### config.mk
export PLATFORM = sky130hd
export DESIGN_NAME = seq_alu_flat
export DESIGN_NICKNAME = d
export VERILOG_FILES = /design/src/rtl/seq_alu_pkg.sv /design/src/rtl/seq_alu_if.sv /design/src/rtl/seq_alu_muldiv.sv /design/src/rtl/seq_alu.sv /design/src/flat_wrapper.sv
export SDC_FILE = /design/constraint.sdc
export NUM_CORES = 1
export LEC_CHECK = 0
export CAP_MARGIN = 10
export CORE_ASPECT_RATIO = 0.8
export CORE_UTILIZATION = 35
export CTS_BUF_LIST = sky130_fd_sc_hd__clkbuf_16
export CTS_CLUSTER_SIZE = 8
export DETAILED_ROUTE_END_ITERATION = 12
export PLACE_DENSITY = 0.53
export SYNTH_ARGS = -nofsm -noshare
export SYNTH_HDL_FRONTEND = slang
export SYNTH_HIERARCHICAL = 1
export SYNTH_SLANG_ARGS = --single-unit
export TNS_END_PERCENT = 50
### constraint.sdc
create_clock -name clock -period 6.2 [get_ports clock]
set_input_delay 1.86 -clock clock [delete_from_list [all_inputs] [get_ports clock]]
set_output_delay 1.86 -clock clock [all_outputs]
set_load 0.005 [all_outputs]
### src/rtl/seq_alu_pkg.sv
// Shared definitions for the sequential ALU: op codes, FSM states, muldiv modes
// and flag bit positions.
package seq_alu_pkg;

  localparam logic [3:0] OP_NOT = 4'd0;
  localparam logic [3:0] OP_AND = 4'd1;
  localparam logic [3:0] OP_OR  = 4'd2;
  localparam logic [3:0] OP_XOR = 4'd3;
  localparam logic [3:0] OP_ADD = 4'd4;
  localparam logic [3:0] OP_SUB = 4'd5;
  localparam logic [3:0] OP_LT  = 4'd6;
  localparam logic [3:0] OP_EQ  = 4'd7;
  localparam logic [3:0] OP_MUL = 4'd8;
  localparam logic [3:0] OP_DIV = 4'd9;

  typedef enum logic [1:0] {
    IDLE = 2'd0,
    EXEC = 2'd1,
    BUSY = 2'd2,
    DONE = 2'd3
  } state_t;

  typedef enum logic {
    MD_MUL = 1'b0,
    MD_DIV = 1'b1
  } md_mode_t;

  localparam int FLAGS_W    = 4;
  localparam int FLAG_CARRY = 0;
  localparam int FLAG_OVF   = 1;
  localparam int FLAG_DZ    = 2;
  localparam int FLAG_ILL   = 3;

  // Divide by zero resolves in a single cycle, so only a non-zero divisor iterates.
  function automatic logic is_iterative(input logic [3:0] op, input logic b_nonzero);
    return (op == OP_MUL) || ((op == OP_DIV) && b_nonzero);
  endfunction

endpackage

### src/rtl/seq_alu_if.sv
// Request/response bundle between the issue stage, the ALU and writeback.
interface seq_alu_if import seq_alu_pkg::*; #(parameter int WIDTH = 16);

  logic               in_valid;
  logic               in_ready;
  logic [3:0]         op;
  logic [WIDTH-1:0]   operand_a;
  logic [WIDTH-1:0]   operand_b;
  logic               out_valid;
  logic               out_ready;
  logic [WIDTH-1:0]   result;
  logic [WIDTH-1:0]   result_hi;
  logic [FLAGS_W-1:0] flags;
  logic               flags_z;

  modport master (
    output in_valid, op, operand_a, operand_b, out_ready,
    input  in_ready, out_valid, result, result_hi, flags, flags_z
  );

  modport slave (
    input  in_valid, op, operand_a, operand_b, out_ready,
    output in_ready, out_valid, result, result_hi, flags, flags_z
  );

endinterface

### src/rtl/seq_alu_muldiv.sv
// Iterative unsigned shift-add multiplier / restoring divider sharing one
// accumulator, one shift register and one iteration counter.
module seq_alu_muldiv import seq_alu_pkg::*; #(
  parameter int WIDTH = 16,
  parameter int CNT_W = $clog2(WIDTH) + 1
) (
  input  logic             clock,
  input  logic             reset,
  input  logic             start,
  input  md_mode_t         mode,
  input  logic [WIDTH-1:0] a,
  input  logic [WIDTH-1:0] b,
  output logic             done,
  output logic [WIDTH-1:0] lo,
  output logic [WIDTH-1:0] hi
);

  localparam logic [CNT_W-1:0] CNT_LAST = CNT_W'(WIDTH - 1);
  localparam logic [CNT_W-1:0] CNT_DONE = CNT_W'(WIDTH);

  // acc: upper product half / partial remainder; sr: multiplier / quotient
  logic [WIDTH-1:0] acc_p0, sr_p0, opnd_p0;
  md_mode_t         mode_p0;
  logic             active;
  logic [CNT_W-1:0] cnt;

  logic [WIDTH:0]   mul_sum, div_shift, div_trial;
  logic [WIDTH-1:0] acc_nxt, sr_nxt;

  always_comb begin
    mul_sum   = {1'b0, acc_p0} + (sr_p0[0] ? {1'b0, opnd_p0} : '0);
    div_shift = {acc_p0, sr_p0[WIDTH-1]};
    div_trial = div_shift - {1'b0, opnd_p0};
    acc_nxt   = mul_sum[WIDTH:1];
    sr_nxt    = {mul_sum[0], sr_p0[WIDTH-1:1]};
    if (mode_p0 == MD_DIV) begin
      // A set top bit means the trial subtraction went negative: restore.
      if (div_trial[WIDTH]) begin
        acc_nxt = div_shift[WIDTH-1:0];
        sr_nxt  = {sr_p0[WIDTH-2:0], 1'b0};
      end else begin
        acc_nxt = div_trial[WIDTH-1:0];
        sr_nxt  = {sr_p0[WIDTH-2:0], 1'b1};
      end
    end
  end

  always_ff @(posedge clock) begin
    if (reset) begin
      active <= 1'b0;
      cnt    <= '0;
    end else if (start) begin
      active <= 1'b1;
      cnt    <= '0;
    end else if (active) begin
      cnt <= cnt + 1'b1;
      if (cnt == CNT_LAST) active <= 1'b0;
    end
  end

  always_ff @(posedge clock) begin
    if (start) begin
      mode_p0 <= mode;
      acc_p0  <= '0;
      sr_p0   <= (mode == MD_MUL) ? b : a;
      opnd_p0 <= (mode == MD_MUL) ? a : b;
    end else if (active) begin
      acc_p0 <= acc_nxt;
      sr_p0  <= sr_nxt;
    end
  end

  assign done = !active && (cnt == CNT_DONE);
  assign lo   = sr_p0;
  assign hi   = acc_p0;

endmodule

### src/rtl/seq_alu.sv
// Handshaked ALU: single-cycle logic/arithmetic ops plus iterative MUL/DIV,
// with registered result, high half/remainder and status flags.
module seq_alu import seq_alu_pkg::*; #(
  parameter int WIDTH = 16,
  parameter int CNT_W = $clog2(WIDTH) + 1
) (
  input  logic    clock,
  input  logic    reset,
  seq_alu_if.slave bus
);

  state_t state_q, state_d;

  logic             accept, start, load_alu, load_md;
  md_mode_t         md_mode;
  logic             md_done;
  logic [WIDTH-1:0] md_lo, md_hi;

  logic [3:0]       op_p0;
  logic [WIDTH-1:0] a_p0, b_p0;

  logic [WIDTH:0]          add_full, sub_full;
  logic signed [WIDTH-1:0] sa, sb, s_sum, s_diff;
  logic [WIDTH-1:0]        alu_res, alu_hi;
  logic [FLAGS_W-1:0]      alu_flags;

  logic [WIDTH-1:0]   res_p1, res_hi_p1;
  logic [FLAGS_W-1:0] flags_p1;
  logic               flags_z_p1, vld_p1;

  function automatic logic add_ovf(input logic signed [WIDTH-1:0] x,
                                   input logic signed [WIDTH-1:0] y,
                                   input logic signed [WIDTH-1:0] s);
    return (x[WIDTH-1] == y[WIDTH-1]) && (s[WIDTH-1] != x[WIDTH-1]);
  endfunction

  function automatic logic sub_ovf(input logic signed [WIDTH-1:0] x,
                                   input logic signed [WIDTH-1:0] y,
                                   input logic signed [WIDTH-1:0] d);
    return (x[WIDTH-1] != y[WIDTH-1]) && (d[WIDTH-1] != x[WIDTH-1]);
  endfunction

  assign bus.in_ready = (state_q == IDLE) && !reset;
  assign accept       = bus.in_valid && bus.in_ready;
  assign md_mode      = (bus.op == OP_DIV) ? MD_DIV : MD_MUL;
  assign start        = accept && is_iterative(bus.op, |bus.operand_b);

  always_ff @(posedge clock) begin
    if (reset) state_q <= IDLE;
    else       state_q <= state_d;
  end

  always_comb begin
    state_d  = state_q;
    load_alu = 1'b0;
    load_md  = 1'b0;
    unique case (state_q)
      IDLE: if (accept) state_d = start ? BUSY : EXEC;
      EXEC: begin
        state_d  = DONE;
        load_alu = 1'b1;
      end
      BUSY: if (md_done) begin
        state_d = DONE;
        load_md = 1'b1;
      end
      DONE: if (bus.out_ready) state_d = IDLE;
      default: state_d = IDLE;
    endcase
  end

  // Stage p0: request captured on acceptance
  always_ff @(posedge clock) begin
    if (accept) begin
      op_p0 <= bus.op;
      a_p0  <= bus.operand_a;
      b_p0  <= bus.operand_b;
    end
  end

  seq_alu_muldiv #(.WIDTH(WIDTH), .CNT_W(CNT_W)) u_muldiv (
    .clock (clock),
    .reset (reset),
    .start (start),
    .mode  (md_mode),
    .a     (bus.operand_a),
    .b     (bus.operand_b),
    .done  (md_done),
    .lo    (md_lo),
    .hi    (md_hi)
  );

  assign add_full = {1'b0, a_p0} + {1'b0, b_p0};
  assign sub_full = {1'b0, a_p0} - {1'b0, b_p0};
  assign sa       = $signed(a_p0);
  assign sb       = $signed(b_p0);
  assign s_sum    = $signed(add_full[WIDTH-1:0]);
  assign s_diff   = $signed(sub_full[WIDTH-1:0]);

  always_comb begin
    alu_res   = '0;
    alu_hi    = '0;
    alu_flags = '0;
    case (op_p0)
      OP_NOT: alu_res = ~a_p0;
      OP_AND: alu_res = a_p0 & b_p0;
      OP_OR:  alu_res = a_p0 | b_p0;
      OP_XOR: alu_res = a_p0 ^ b_p0;
      OP_ADD: begin
        alu_res              = add_full[WIDTH-1:0];
        alu_flags[FLAG_CARRY] = add_full[WIDTH];
        alu_flags[FLAG_OVF]   = add_ovf(sa, sb, s_sum);
      end
      OP_SUB: begin
        alu_res              = sub_full[WIDTH-1:0];
        alu_flags[FLAG_CARRY] = sub_full[WIDTH];
        alu_flags[FLAG_OVF]   = sub_ovf(sa, sb, s_diff);
      end
      OP_LT:  alu_res[0] = (a_p0 < b_p0);
      OP_EQ:  alu_res[0] = (a_p0 == b_p0);
      // MUL always iterates; DIV only lands here with a zero divisor.
      OP_MUL: alu_res = '0;
      OP_DIV: begin
        alu_res           = '1;
        alu_hi            = a_p0;
        alu_flags[FLAG_DZ] = 1'b1;
      end
      default: alu_flags[FLAG_ILL] = 1'b1;
    endcase
  end

  // Stage p1: registered result held until the consumer takes it
  always_ff @(posedge clock) begin
    if (reset) begin
      res_p1     <= '0;
      res_hi_p1  <= '0;
      flags_p1   <= '0;
      flags_z_p1 <= 1'b0;
    end else if (load_alu) begin
      res_p1     <= alu_res;
      res_hi_p1  <= alu_hi;
      flags_p1   <= alu_flags;
      flags_z_p1 <= (alu_res == '0);
    end else if (load_md) begin
      res_p1     <= md_lo;
      res_hi_p1  <= md_hi;
      flags_p1   <= '0;
      flags_z_p1 <= (md_lo == '0);
    end
  end

  assign vld_p1        = (state_q == DONE);
  assign bus.out_valid = vld_p1;
  assign bus.result    = res_p1;
  assign bus.result_hi = res_hi_p1;
  assign bus.flags     = flags_p1;
  assign bus.flags_z   = flags_z_p1;

endmodule
### src/flat_wrapper.sv
// flat-port wrapper written by rule: the top's interface ports become plain ports
module seq_alu_flat import seq_alu_pkg::*;
#(
  parameter int WIDTH = 16,
  parameter int CNT_W = $clog2(WIDTH) + 1
)
  (clock, reset, bus_in_valid, bus_op, bus_operand_a, bus_operand_b, bus_out_ready, bus_in_ready, bus_out_valid, bus_result, bus_result_hi, bus_flags, bus_flags_z);
  seq_alu_if #(.WIDTH(WIDTH)) bus_i ();
  input  logic clock;
  input  logic reset;
  input wire logic [$bits(bus_i.in_valid)-1:0] bus_in_valid;
  input wire logic [$bits(bus_i.op)-1:0] bus_op;
  input wire logic [$bits(bus_i.operand_a)-1:0] bus_operand_a;
  input wire logic [$bits(bus_i.operand_b)-1:0] bus_operand_b;
  input wire logic [$bits(bus_i.out_ready)-1:0] bus_out_ready;
  output wire logic [$bits(bus_i.in_ready)-1:0] bus_in_ready;
  output wire logic [$bits(bus_i.out_valid)-1:0] bus_out_valid;
  output wire logic [$bits(bus_i.result)-1:0] bus_result;
  output wire logic [$bits(bus_i.result_hi)-1:0] bus_result_hi;
  output wire logic [$bits(bus_i.flags)-1:0] bus_flags;
  output wire logic [$bits(bus_i.flags_z)-1:0] bus_flags_z;
  assign bus_i.in_valid = bus_in_valid;
  assign bus_i.op = bus_op;
  assign bus_i.operand_a = bus_operand_a;
  assign bus_i.operand_b = bus_operand_b;
  assign bus_i.out_ready = bus_out_ready;
  assign bus_in_ready = bus_i.in_ready;
  assign bus_out_valid = bus_i.out_valid;
  assign bus_result = bus_i.result;
  assign bus_result_hi = bus_i.result_hi;
  assign bus_flags = bus_i.flags;
  assign bus_flags_z = bus_i.flags_z;
  seq_alu #(.WIDTH(WIDTH), .CNT_W(CNT_W)) u_core (.clock(clock), .reset(reset), .bus(bus_i));
endmodule
# Yosys cells after proc, flatten, opt, wreduce, memory -nomap -nowiden
# Cells that the tools add are included.
[totals]
register_bits = 130
[op_classes]
add_sub_neg = 5
order_cmp = 1
eq_ne = 24
mux = 35
bitwise_logic = 4
reduce_logical = 20
[ops]
columns = ["cell", "n"]
rows = [
  ["$mux 16", 13],
  ["$pmux 15 s7", 1],
  ["$logic_not 16->1", 2],
  ["$add 16x16->17", 1],
  ["$add 16x17->17", 1],
  ["$sub 16x16->17", 1],
  ["$sub 17x16->17", 1],
  ["$and 16x16->16", 1],
  ["$eq 16x16->1", 1],
  ["$eq 4x3->1 const B", 4],
  ["$eq 4x4->1 const B", 4],
  ["$lt 16x16->1", 1],
  ["$not 16->16", 1],
  ["$or 16x16->16", 1],
  ["$reduce_or 16->1", 1],
  ["$xor 16x16->16", 1],
  ["$mux 1", 12],
  ["$reduce_or 10->1", 1],
  ["$pmux 1 s9", 1],
  ["$eq 4x2->1 const B", 2],
  ["$mux 2", 4],
  ["$mux 4", 2],
  ["$pmux 2 s4", 1],
  ["$logic_and 1x1->1", 7],
  ["other kinds (18)", 24],
]

# Depth between registers and ports, before layout
[depth]
depth_word = 7
ltp_mapped = 13
depth_no_buf = 12

# Modules after synthesis
# The synthesis kept the hierarchy.
[by_module_without_submodules]
columns = ["mod", "instances", "cells_per_inst", "area_each_um2"]
rows = [
  ["seq_alu", 1, 744, 6015.8],
  ["seq_alu_muldiv", 1, 487, 4459.3],
]

# Worst setup path before layout
# No wires, ideal clock.
[synth_path]
path_type = "input to register"
start = "input reset"
end = "register u_core.u_muldiv.sr_p0[0], in the netlist u_core/u_muldiv/lo[0] (enable)"
setup_time_ns = 0.364
arrival_time_ns = 5.007
t_required_ns = 5.836
setup_slack_ns = 0.829
stages = 7
cell_sequence = "clkbuf_1 > nor2b_1 > nand2_1 > nor4_1 > clkbuf_1 > nor2_1 > inv_1"
[synth_via]
elab_chain_len = 5
[synth_lines]
columns = ["item", "line", "text"]
rows = [
  ["from (decl)", "flat_wrapper.sv:10", "input logic reset;"],
  ["$logic_not 1->1", "seq_alu.sv:43", "assign bus.in_ready = (state_q == IDLE) && !reset;"],
  ["$logic_and 1x1->1", "seq_alu.sv:43", ""],
  ["net bus_in_ready", "flat_wrapper.sv:16", "output wire logic [$bits(bus_i.in_ready)-1:0] bus_in_ready;"],
  ["$logic_and 1x1->1", "seq_alu.sv:44", "assign accept = bus.in_valid && bus.in_ready;"],
  ["$logic_and 1x1->1", "seq_alu.sv:46", "assign start = accept && is_iterative(bus.op, |bus.operand_b);"],
  ["net u_core.start", "seq_alu.sv:14", "logic accept, start, load_alu, load_md;"],
  ["$reduce_bool 2->1 (no line)", "-", ""],
  ["to (signal assigned)", "seq_alu_muldiv.sv:65", "sr_p0 <= (mode == MD_MUL) ? b : a;"],
  ["to (signal assigned)", "seq_alu_muldiv.sv:69", "sr_p0 <= sr_nxt;"],
  ["to (decl)", "seq_alu_muldiv.sv:22", "logic [WIDTH-1:0] acc_p0, sr_p0, opnd_p0;"],
]
# The timed path passes the listed nets, and every way through them passes these cells.
# A chain may end at the register's enable or synchronous reset.

# Worst setup path after layout
[layout_path]
start = "input bus_operand_b[0]"
end = "register u_core.u_muldiv.sr_p0[11], in the netlist u_core/u_muldiv/lo[11] (enable)"
[layout_via]
elab_chain_len = 5
[layout_lines]
columns = ["item", "line", "text"]
rows = [
  ["from (decl)", "flat_wrapper.sv:14", "input wire logic [$bits(bus_i.operand_b)-1:0] bus_operand_b;"],
  ["$reduce_or 16->1", "seq_alu.sv:46", ""],
  ["$logic_and 1x1->1", "seq_alu_pkg.sv:36", "return (op == OP_MUL) || ((op == OP_DIV) && b_nonzero);"],
  ["$logic_or 1x1->1", "seq_alu_pkg.sv:36", ""],
  ["$logic_and 1x1->1", "seq_alu.sv:46", ""],
  ["net u_core.start", "seq_alu.sv:14", ""],
  ["$reduce_bool 2->1 (no line)", "-", ""],
]
# The timed path passes the listed nets, and every way through them passes these cells.

==> impl_metrics.csv <==
group,metric,value,unit
drt,drc,0,
critical_path,cp_top_family,"simple AND/OR/NAND/NOR gates",
critical_path,r2r-start,"u_core/a_p0[12]",
floorplan,io_pins,79,
critical_path,path_buf_inv,3,
clock_network,hold_buffers,0,
synthesis,synth-seq-area-share,31.4,%
clock_network,cts_resized,0,
clock_network,cts_made_buffers,17,
drt,first_iter_violations,982,
drt,vias,9603,
timing,setup_viol,0,
synthesis,synth_edf_count,69,
final_layout,drive_gt1_share,8.34,%
global_route,antenna_found_initial,0,
timing,holdWs,0.472,ns
drt,routed_wl,35.6,mm
placement,gp_congestion,0.925,
critical_path,crit_type,"input pin to flip-flop",
global_route,grt_pass1_vias,8862,
critical_path,path_cells,"clkdlybuf4s50_1, nor4b_1, nand4_1, nor4_1, nor4_2, buf_4, nor2_1, inv_1",
final_layout,multiInputGateArea,0.00650,mm2
drt,via_per_inst,5.78,
placement,hpwlAfterDp,26.5,mm
synthesis,synth.distinct_cells,97,
clock_network,clkLatencyLatePin,0.43,ns
critical_path,cp_data_required_time,6.28,ns
clock_network,postCtsSetupBuffers,0,
timing,final_max_slew_viol_count,0,
power,p_leak,0.00468,uW
drt,firstDrtPassIters,6,
floorplan,dieArea,0.0306,mm2
drt,wl_per_cell,21.4,um
synthesis,ys_warn_count,6,
clock_network,clockBufferDepth,2,
timing,tightest_slew,1.08,ns
synthesis,syn_area_per_cell,8.51,um2
timing,clock.fmax,0.213,GHz
synthesis,ys.flop_type,"edfxtp_1",
run_status,status,"finished clean",
floorplan,fp.dieH,157,um
placement,io_buffers,78,
timing,layout_min_cycle_time,4.69,ns
timing,grt_setup_unrepaired,"no",
clock_network,clk_pin_slew,0.06,ns
floorplan,die_w,195,um
critical_path,rr_worst_depth,11,
critical_path,max_stage_delay,0.61,ns
synthesis,synth_area,0.0105,mm2
synthesis,ys_async_sr_fraction,0,%
hold_path,holdPathStages,2,
timing,period_share,75.7,%
global_route,grt_first_pass_wirelength,53.5,mm
final_layout,regArea,0.00329,mm2
critical_path,crit_path_start_kind,"input pin",
clock_network,h-tree-depth,4,
clock_network,clock-root-buffer,"clkbuf_16",
synthesis,synth_seq_cells,130,
critical_path,crit_slowest_cell,"nor4b_1",
timing,hold_violations,0,
power,vdd_drop_max,0.206,mV
drt,antenna_left,0,
final_layout,fillers,2959,
power,power_density,336,mW/mm2
hold_path,min-delay-start,"u_core/bus.flags[3]",
synthesis,synth_nets,1367,
final_layout,syn2layout_area_growth,15.1,%
timing,slew_headroom,27.3,%
critical_path,cp.arrival,4.77,ns
critical_path,r2r-end,"u_core/bus.flags_z",
hold_path,min_to,"u_core/bus.flags[3]",
timing,fin_worst_skew,0.0117,ns
final_layout,nets,1406,
clock_network,tritoncts,"done",
clock_network,cts_sinks,130,
synthesis,synthCells,1231,
run,maxCapViolCount,0,
critical_path,worstPathMaxFanout,74,
floorplan,num_rows,56,
global_route,grtUsageTotal,23.2,%
floorplan,start_util,35.7,%
floorplan,core_area,0.0294,mm2
hold_path,hp-class,"flip-flop to flip-flop",
global_route,grt_overflow,0,
critical_path,rrSetupSlack,1.66,ns
timing,setup_tns,0,ns
critical_path,end_kind,"flip-flop",
global_route,grt_max_degree,75,
==> cells in the mapped netlist, drive strengths merged, types with 9 or more instances <==
cell    count  area [um2]
nor4       19         119
mux2i      25         250
mux2       21         236
o21ai      56         280
nand3      23         125
nand4      10        62.6
ha         92        1150
a21o       14         105
a211oi     38         290
nand2b     13        88.8
o22ai      11        75.1
nand2     120         455
nor2b      22         138
and2       18         113
a31oi      14        87.6
edfxtp     69        2070
o21bai     12         101
dfxtp      61        1220
nor2      100         383
xnor2      17         149
clkbuf     45         193
buf        30         208
and3       19         124
or3        10        70.1
a22oi       9        67.6
a311oi     12         118
xor2       13         114
inv        80         300
nor3       37         195
a221oi      9         103
a21oi     114         582
==> report_power, final <==
group / leakage (uW) / internal, uW / switching, uW
registers: 0.00113 / 1050 / 167
clock network: 0.000296 / 621 / 390
logic: 0.00325 / 763 / 1060
==> per-layer routing <==
metal  vias up  part of all wire, %  GRT usage, %
met2       393                   41          34.1
li1       4580                    -             -
met5         -                    0             0
met1      4594                   50          34.6
met4         0                  1.4          5.77
met3        36                  7.6          4.25
==> worst min-delay path, cell delays in order (launching register included) <==
cell	delay (ns)
dfxtp_1	0.31
nand3_1	0.06
a21oi_1	0.06
==> sequential cells by signal, indices dropped and copies added, names as in the netlist, 2 cells and up <==
| name | flops |
|---|---|
| u_core/a_p0 | 16 |
| u_core/state_q | 2 |
| u_core/u_muldiv/lo | 16 |
| u_core/bus.result_hi | 16 |
| u_core/u_muldiv/hi | 16 |
| u_core/bus.result | 16 |
| u_core/b_p0 | 16 |
| u_core/u_muldiv/cnt | 5 |
| u_core/u_muldiv/opnd_p0 | 16 |
| u_core/op_p0 | 4 |
| u_core/bus.flags | 4 |
==> placed cells by master (no fill, tap or decap), types with 21 or more instances in the layout <==
cell type	n
edfxtp_1	69
inv_1	84
nor2_1	99
mux2_2	21
nand2_1	118
dfxtp_1	61
nand3_1	21
clkdlybuf4s50_1	77
o21ai_0	54
a211oi_1	37
nor2b_1	22
ha_1	92
mux2i_1	25
nor3_1	33
a21oi_1	111
==> final cells by class <==
cell class,instances,share of cell area [%]
Antenna cell,1,0.0208
Timing Repair Buffer,95,7.49
Clock inverter,15,1.27
Multi-Input combinational cell,945,53.9
Sequential cell,130,27.3
Tap cell,377,3.91
Inverter,81,2.52
Clock buffer,17,3.53
==> how the worst max path moves through the flow <==
stage	startpoint	endpoint	depth (start not counted)
final	bus_operand_b[0]	u_core/u_muldiv/lo[11]	8
after CTS	bus_operand_b[0]	u_core/u_muldiv/lo[11]	8
after global placement	bus_operand_b[0]	u_core/u_muldiv/lo[3]	8
after floorplan	reset	u_core/u_muldiv/lo[0]	7
after global routing	bus_operand_b[0]	u_core/u_muldiv/lo[11]	8
after detailed placement	bus_operand_b[0]	u_core/u_muldiv/lo[3]	8
==> logic make-up (layout without fill, tap and decap cells) <==
kind of cell	after synthesis	after routing	synth area share [%]
adder cells (fa/ha/maj)	96	96	11.8
AND/OR/NAND/NOR	414	414	19.7
buffers and inverters	156	208	6.72
AO/OA/AOI/OAI	359	359	23.3
multiplexers	46	46	4.65
XOR/XNOR	30	30	2.51
flip-flops	130	130	31.4
other	0	1	0
==> stage by stage <==
| stage | area (um2) | worst slack [ns] | total power [uW] | instances | util, % |
|---|---|---|---|---|---|
| after detailed placement | 11500 | 1.21 | 3020 | 1628 | 39.1 |
| after floorplan | 10500 | 0.829 | 2510 | 1231 | - |
| after global placement | 11500 | 1.14 | 3010 | 1628 | 39.1 |
| after global routing | 12100 | 1.45 | 4290 | 1660 | 41.1 |
| final | 12100 | 1.51 | 4050 | 1661 | 41.1 |
| after CTS | 12100 | 1.65 | 4040 | 1660 | 41.1 |
Note: power is estimated with default switching activity, not from simulation.
